File: config.mk
export PLATFORM = sky130hd
export DESIGN_NAME = path_buf
export DESIGN_NICKNAME = d
export VERILOG_FILES = /design/src/rtl/maze_pkg.sv /design/src/rtl/path_buf.sv
export SDC_FILE = /design/constraint.sdc
export NUM_CORES = 1
export LEC_CHECK = 0
export BUFFER_PORTS_ARGS = -buffer_cell sky130_fd_sc_hd__buf_2
export CAP_MARGIN = 20
export CORE_MARGIN = 2
export CORE_UTILIZATION = 40
export DETAILED_ROUTE_END_ITERATION = 10
export HOLD_SLACK_MARGIN = 0.05
export MAX_ROUTING_LAYER = met4
export SLEW_MARGIN = 40
export SYNTH_ARGS = -nofsm -noshare
export SYNTH_HDL_FRONTEND = slang
export SYNTH_SLANG_ARGS = --single-unit
File: constraint.sdc
create_clock -name clk -period 2.31 [get_ports clk]
set_clock_uncertainty 0.1 [all_clocks]
set_input_delay 0.462 -clock clk [delete_from_list [all_inputs] [get_ports clk]]
set_output_delay 0.462 -clock clk [all_outputs]
set_load 0.05 [all_outputs]
File: src/rtl/maze_pkg.sv
// Shared definitions for the maze path checker: solver action codes,
// coordinate and buffer sizes, cell codes, checker states, error bits.
package maze_pkg;

  // Coordinate is {x[2:0], y[2:0]}, so an 8x8 maze has 64 cells
  localparam int COORD_W = 6;
  localparam int SIZE    = 64;
  localparam int CNT_W   = 7;

  // Solver action codes seen on action_i
  localparam logic [1:0] ACT_IDLE   = 2'b00;
  localparam logic [1:0] ACT_INPUT  = 2'b01;
  localparam logic [1:0] ACT_CAL    = 2'b10;
  localparam logic [1:0] ACT_OUTPUT = 2'b11;

  // Cell codes carried in the solver's row words (two bits per cell)
  localparam logic [1:0] CELL_FREE  = 2'b00;
  localparam logic [1:0] CELL_WALL  = 2'b01;
  localparam logic [1:0] CELL_START = 2'b10;
  localparam logic [1:0] CELL_END   = 2'b11;

  // Checker state encodings
  localparam logic [2:0] ST_IDLE     = 3'd0;
  localparam logic [2:0] ST_SNOOP    = 3'd1;
  localparam logic [2:0] ST_WAIT_CAL = 3'd2;
  localparam logic [2:0] ST_CAPTURE  = 3'd3;
  localparam logic [2:0] ST_DRAIN    = 3'd4;
  localparam logic [2:0] ST_DONE     = 3'd5;

  // Error flag bit positions in err_o
  localparam int ERR_ADJ     = 0;
  localparam int ERR_REVISIT = 1;
  localparam int ERR_ENDPT   = 2;
  localparam int ERR_TIMEOUT = 3;

  // The 9th INPUT word carries start/end coordinates
  localparam logic [3:0] START_WORD = 4'd8;

  // A legal step moves one cell: x changes (diff 8) or y changes within
  // the same column (diff 1 with x unchanged, so 7 -> 8 is rejected)
  function automatic logic is_adjacent(input logic [COORD_W-1:0] c,
                                       input logic [COORD_W-1:0] p);
    logic [COORD_W-1:0] d;
    d = (c > p) ? (c - p) : (p - c);
    return (d == 6'd8) || ((d == 6'd1) && (c[5:3] == p[5:3]));
  endfunction

endpackage

File: src/rtl/path_buf.sv
// Path storage: 64x6 buffer with synchronous write and combinational read.
// Writes beyond DEPTH entries are ignored; the caller flags the overflow.
module path_buf
  import maze_pkg::*;
#(
  parameter int DEPTH = SIZE
) (
  input  logic               clk,
  input  logic               reset,
  input  logic               clr,
  input  logic               wr_en,
  input  logic [COORD_W-1:0] wr_data,
  input  logic               rd_en,
  output logic [COORD_W-1:0] rd_data,
  output logic [COORD_W-1:0] rd_ptr,
  output logic [CNT_W-1:0]   count,
  output logic               full
);

  logic [COORD_W-1:0] mem [SIZE];
  logic [COORD_W-1:0] wr_ptr;
  logic               do_write;

  assign full     = (count >= CNT_W'(DEPTH));
  assign do_write = wr_en && !full && !clr;
  assign rd_data  = mem[rd_ptr];

  // Pointer and occupancy bookkeeping; clr restarts an empty buffer
  always_ff @(posedge clk) begin
    if (!reset) begin
      wr_ptr <= '0;
      rd_ptr <= '0;
      count  <= '0;
    end else if (clr) begin
      wr_ptr <= '0;
      rd_ptr <= '0;
      count  <= '0;
    end else begin
      if (do_write) begin
        wr_ptr <= wr_ptr + 1'b1;
        count  <= count + 1'b1;
      end
      if (rd_en) begin
        rd_ptr <= rd_ptr + 1'b1;
      end
    end
  end

  // Storage array is not reset; only pointers define valid contents
  always_ff @(posedge clk) begin
    if (reset && do_write) begin
      mem[wr_ptr] <= wr_data;
    end
  end

endmodule

## Word level (Yosys, flattened, before mapping)

Memories as Yosys holds them, arrays and structs flattened. A register that Yosys moved wholly into a read port is not among the register bits.
Index checks and enable logic that the tools add are counted.

| word-level totals | value |
|---|---|
| output and inout port bits | 20 |
| input port bits | 11 |
| flip-flop bits (word level) | 19 |
| memory bits (writable) | 384 |
| word-level logic and storage cells | 19 |
| memories | 1 |

Memories:

| memory | words | width | read ports | clocked after memory_dff | wr ports | line | source |
|---|---|---|---|---|---|---|---|
| mem | 64 | 6 | 1 | 1 | 1 | path_buf.sv:20 | `logic [COORD_W-1:0] mem [SIZE];` |

| cells by class | value |
|---|---|
| $add $sub $neg | 3 |
| bitwise gates (word level) | 1 |
| order comparisons | 1 |
| reductions and logical operators | 6 |
| muxes and demuxes | 4 |

Operators with widths:

| operator | count |
|---|---|
| adder 6 x 1 -> 6 bit (second input constant) | 2 |
| 2-to-1 mux 6 bit | 2 |
| adder 7 x 1 -> 7 bit (second input constant) | 1 |
| greater-or-equal comparator 7 bit (second input constant) | 1 |
| logical AND 1 bit | 3 |
| logical NOT 1 bit | 2 |
| 2-to-1 mux 1 bit | 2 |
| OR reduction 2 bit | 1 |
| NOT 1 bit | 1 |

## Logic depth before layout (Yosys ltp)

| depth | value |
|---|---|
| depth in word-level cells | 7 |
| mapped depth | 9 |
| mapped depth without buffers | 5 |

## Worst setup path after synthesis

OpenSTA, ideal clock, no wires.

| timing path | value |
|---|---|
| path type | register to register |
| start | register count[6] |
| end | memory mem[26][0] (enable) |
| data arrival time | 2130 ps |
| slack | -270 ps |
| library setup time | 350 ps |
| period minus slack after synthesis | 2580 ps |
| cell stages (with the launch flop) | 5 |
| required time | 1860 ps |
| path buffers | 1 |
| cells stage by stage | dfxtp_1 or3b_2 or4b_2 buf_2 nor2_1 |

| between the ends | value |
|---|---|
| cells in the longest elaborated chain, start to end | 7 |

RTL lines:

| item | line | source |
|---|---|---|
| from (decl) | path_buf.sv:16 | `output logic [CNT_W-1:0] count,` |
| from (signal assigned) | path_buf.sv:41 | `count <= count + 1'b1;` |
| greater-or-equal comparator 7 bit | path_buf.sv:24 | `assign full = (count >= CNT_W'(DEPTH));` |
| logical NOT 1 bit | path_buf.sv:25 | `assign do_write = wr_en && !full && !clr;` |
| logical AND 1 bit (2 in series) | path_buf.sv:25 |  |
| logical AND 1 bit | path_buf.sv:51 | `if (reset && do_write) begin` |
| 2-to-1 mux 1 bit | path_buf.sv:51 |  |
| 2-to-1 mux 1 bit (not written as such) | path_buf.sv:52 | `mem[wr_ptr] <= wr_data;` |
| to (decl) | path_buf.sv:20 |  |

No other way between the ends.

==> impl_metrics.json <==
{
  "gr-usage-all-layers_pct": 19.2,
  "async_flop_share_pct": 0,
  "syn_inst": 828,
  "final_cell_area_um2": 19900,
  "final_antenna_net_count": 0,
  "core_area_um2": 39600,
  "cp_cell_sequence": "buf_6, mux4_2, mux2_4, a22oi_2, nand3_1, a22o_4, buf_6",
  "worst_path_max_delay_cell": "mux4_2",
  "viasPerCell": 5.37,
  "rsz0062_at_grt": "true",
  "fp.dieArea_um2": 41700,
  "slowest_delay_ns": 0.53,
  "slew_headroom_pct": 48.7,
  "firstDrtPassIters": 6,
  "worst_slew_pin_slew_ns": 0.769,
  "wl_per_cell_um": 24.1,
  "synth_area_leaders": "edfxtp_1, mux4_2, dfxtp_1",
  "final-hold-violation-count": 0,
  "ys_types": 44,
  "die_h_um": 204,
  "synth_top_area_share_pct": 71.9,
  "leakagePower_nw": 6.37,
  "drcViolationCount": 0,
  "place.gp.congestion": 0.831,
  "numCtsBuffers": 44,
  "ir_drop_mv": 0.536,
  "grt_pass1_vias": 8643,
  "fin_crit_sh_pct": 141,
  "crit_path_end_kind": "output pin",
  "cts_root_buffer": "clkbuf_16",
  "utilization_pct": 50.2,
  "cp.required_ns": 1.75,
  "syn_area_um2": 16000,
  "status": "complete, but fails checks",
  "synth.avg_cell_area_um2": 19.4,
  "min_period_ns": 3.26,
  "start_util_pct": 40.4,
  "fill_cells": 3252,
  "arrival_ns": 2.70,
  "maxSlewViolCount": 0,
  "yosysWarnings": 0,
  "place_area_um2": 18100,
  "boundaryPins": 31,
  "post-place-ws_ns": -0.444,
  "clock_path_buffers": 3,
  "synthesis.nets": 843,
  "first_iter_violations": 765,
  "cts_sinks": 409,
  "syn_to_final_growth_pct": 24.1,
  "diodes": 0,
  "ys_seq_area_share_pct": 75.0,
  "clk_latency_ns": 0.57,
  "cp_common_cell": "buf_6",
  "drive_above_1_share_pct": 36.8,
  "cap_violations": 0,
  "grt_max_degree": 65,
  "io_buffers": 30,
  "worst_slack_ns": -0.948,
  "clk_pin_slew_ns": 0.06,
  "yosysTopAreaCell": "edfxtp_1",
  "seq_area_um2": 12000,
  "worstSetupPathType": "reg -> out",
  "grt_first_pass_wirelength_mm": 55.9,
  "routed_wl_mm": 38.0,
  "synth_edf_count": 384,
  "cts_max_level": 2,
  "path_max_fanout": 6,
  "multi_input_area_um2": 4010,
  "hold_class": "in -> reg",
  "antenna_found_initial": 0,
  "vias": 8467,
  "critPathBufInv": 2,
  "cts_tree": "yes",
  "rows": 73,
  "die_w_um": 204,
  "fmax_mhz": 307,
  "p_per_area_nw_per_um2": 766,
  "ys_ff_latch": 409,
  "final_nets": 1033,
  "cp_top_family": "multiplexers",
  "synth_top_flop_cell": "edfxtp_1",
  "setup_viol": 6,
  "violations": "negative setup slack",
  "grt_overflow": 0,
  "hpwl_mm": 23.8,
  "startpoint_type": "flip-flop"
}
==> state kept, by name, summed over array words and instances, names as in the netlist, named ones only <==
| name | count |
|---|---|
| wr_ptr | 6 |
| count | 7 |
| rd_ptr | 6 |
| mem | 384 |
==> metal layers <==
layer	GRT usage (%)	wire, um	up-vias
met2	29.9	18200	289
met4	5.18	829	0
li1	-	-	3751
met5	-	0	-
met1	26.0	16600	4361
met3	3.54	2390	66
==> logic make-up (layout without fill, tap and decap cells) <==
group / count (synthesis) / in the layout / share of synthesized area (%)
compound gates: 60 / 60 / 2.58
flops: 409 / 409 / 75.0
simple gates: 168 / 168 / 4.84
mux: 129 / 129 / 15.1
fa+ha+maj: 4 / 4 / 0.312
xor+xnor: 12 / 12 / 0.656
buf+inv: 46 / 269 / 1.52
==> Yosys cell counts, types with 5 or more instances <==
master    instances
edfxtp_1        384
buf_2             9
o21ai_0           9
mux4_2           84
dfxtp_1          25
o221ai_1          6
a21oi_1          12
nor3_1            5
nor2_1           83
nand3_1          12
nand2_1          28
nor2b_1           9
buf_4            10
o22ai_1           7
mux2_2            5
nand4_1           8
a221oi_1          6
clkbuf_1         19
a22oi_1           5
nand2b_1          7
xor2_1            9
mux2i_1          36
==> report_power, final <==
part	total, mW	internal [mW]	switching [mW]	leakage, nW
sequential	8.11	8.10	0.0108	3.66
clock	6.61	3.81	2.80	0.654
combinational	0.522	0.223	0.299	2.06
total	15.2	12.1	3.11	6.37
==> worst register-to-register path: cells and delay by family, from the launching register on <==
family	cells	cell delay (ns)
DFF	1	0.33
and+or+nand+nor	4	0.98
buffers and inverters	3	0.49
==> path summary, 6_finish.rpt <==
check	startpoint	to	slack [ns]	cells after the start
worst max-delay path	flip-flop	rd_data[4]	-0.95	7
worst min-delay path	rd_en	rd_ptr[0]$_SDFFE_PP0P_	0.17	3
worst max register to register	count[6]$_SDFFE_PP0P_	mem[56][2]$_DFFE_PP_	0.08	7
worst min register to register	count[5]$_SDFFE_PP0P_	count[5]$_SDFFE_PP0P_	0.40	2
==> what timing repair did <==
item | CTS | global route
pin swaps | 1 | 5
resized for setup | 37 | 22
endpoints found under the setup margin | 36 | 42
cloned | 2 | 3
setup buffers | 3 | 8
hold buffers | 0 | 0
==> placed cells by master, fill, tap and decap left out, types with 5 or more instances in the layout <==
master and count:
buf_6 9, clkbuf_1 12, nand2b_1 7, nand2_1 28, nor2b_1 9, clkinv_1 11
clkbuf_16 49, edfxtp_1 384, mux4_2 87, mux2i_2 7, buf_4 122, nor2_4 8
dfxtp_1 21, nor2_1 75, buf_12 25, a21oi_1 9, o21ai_1 5, o22ai_1 5
buf_2 23, nand3_1 12, mux2i_1 28, xor2_1 9, nand4_1 8
==> through the flow <==
step           hold slack, ns  TNS, ns  cells  power (mW)
6_report                0.172    -5.48   1576        15.2
5_1_grt                 0.230    -5.85   1576        15.7
4_1_cts                 0.147    -5.67   1566        15.4
3_5_place_dp            0.394   -20.50   1482        8.73
3_3_place_gp            0.380   -18.87   1482        8.72
2_1_floorplan           0.367   -0.372    828        8.50
==> layout make-up <==
| cell class | instances | share of cell area, % |
|---|---|---|
| well taps | 525 | 3.30 |
| multi-input cells | 373 | 20.1 |
| repair buffers | 188 | 9.19 |
| inverters | 2 | 0.0377 |
| clock inverters | 19 | 0.623 |
| flip-flops and latches | 409 | 60.6 |
| clock buffers | 60 | 6.15 |
Power figures use the tool's default switching activity.
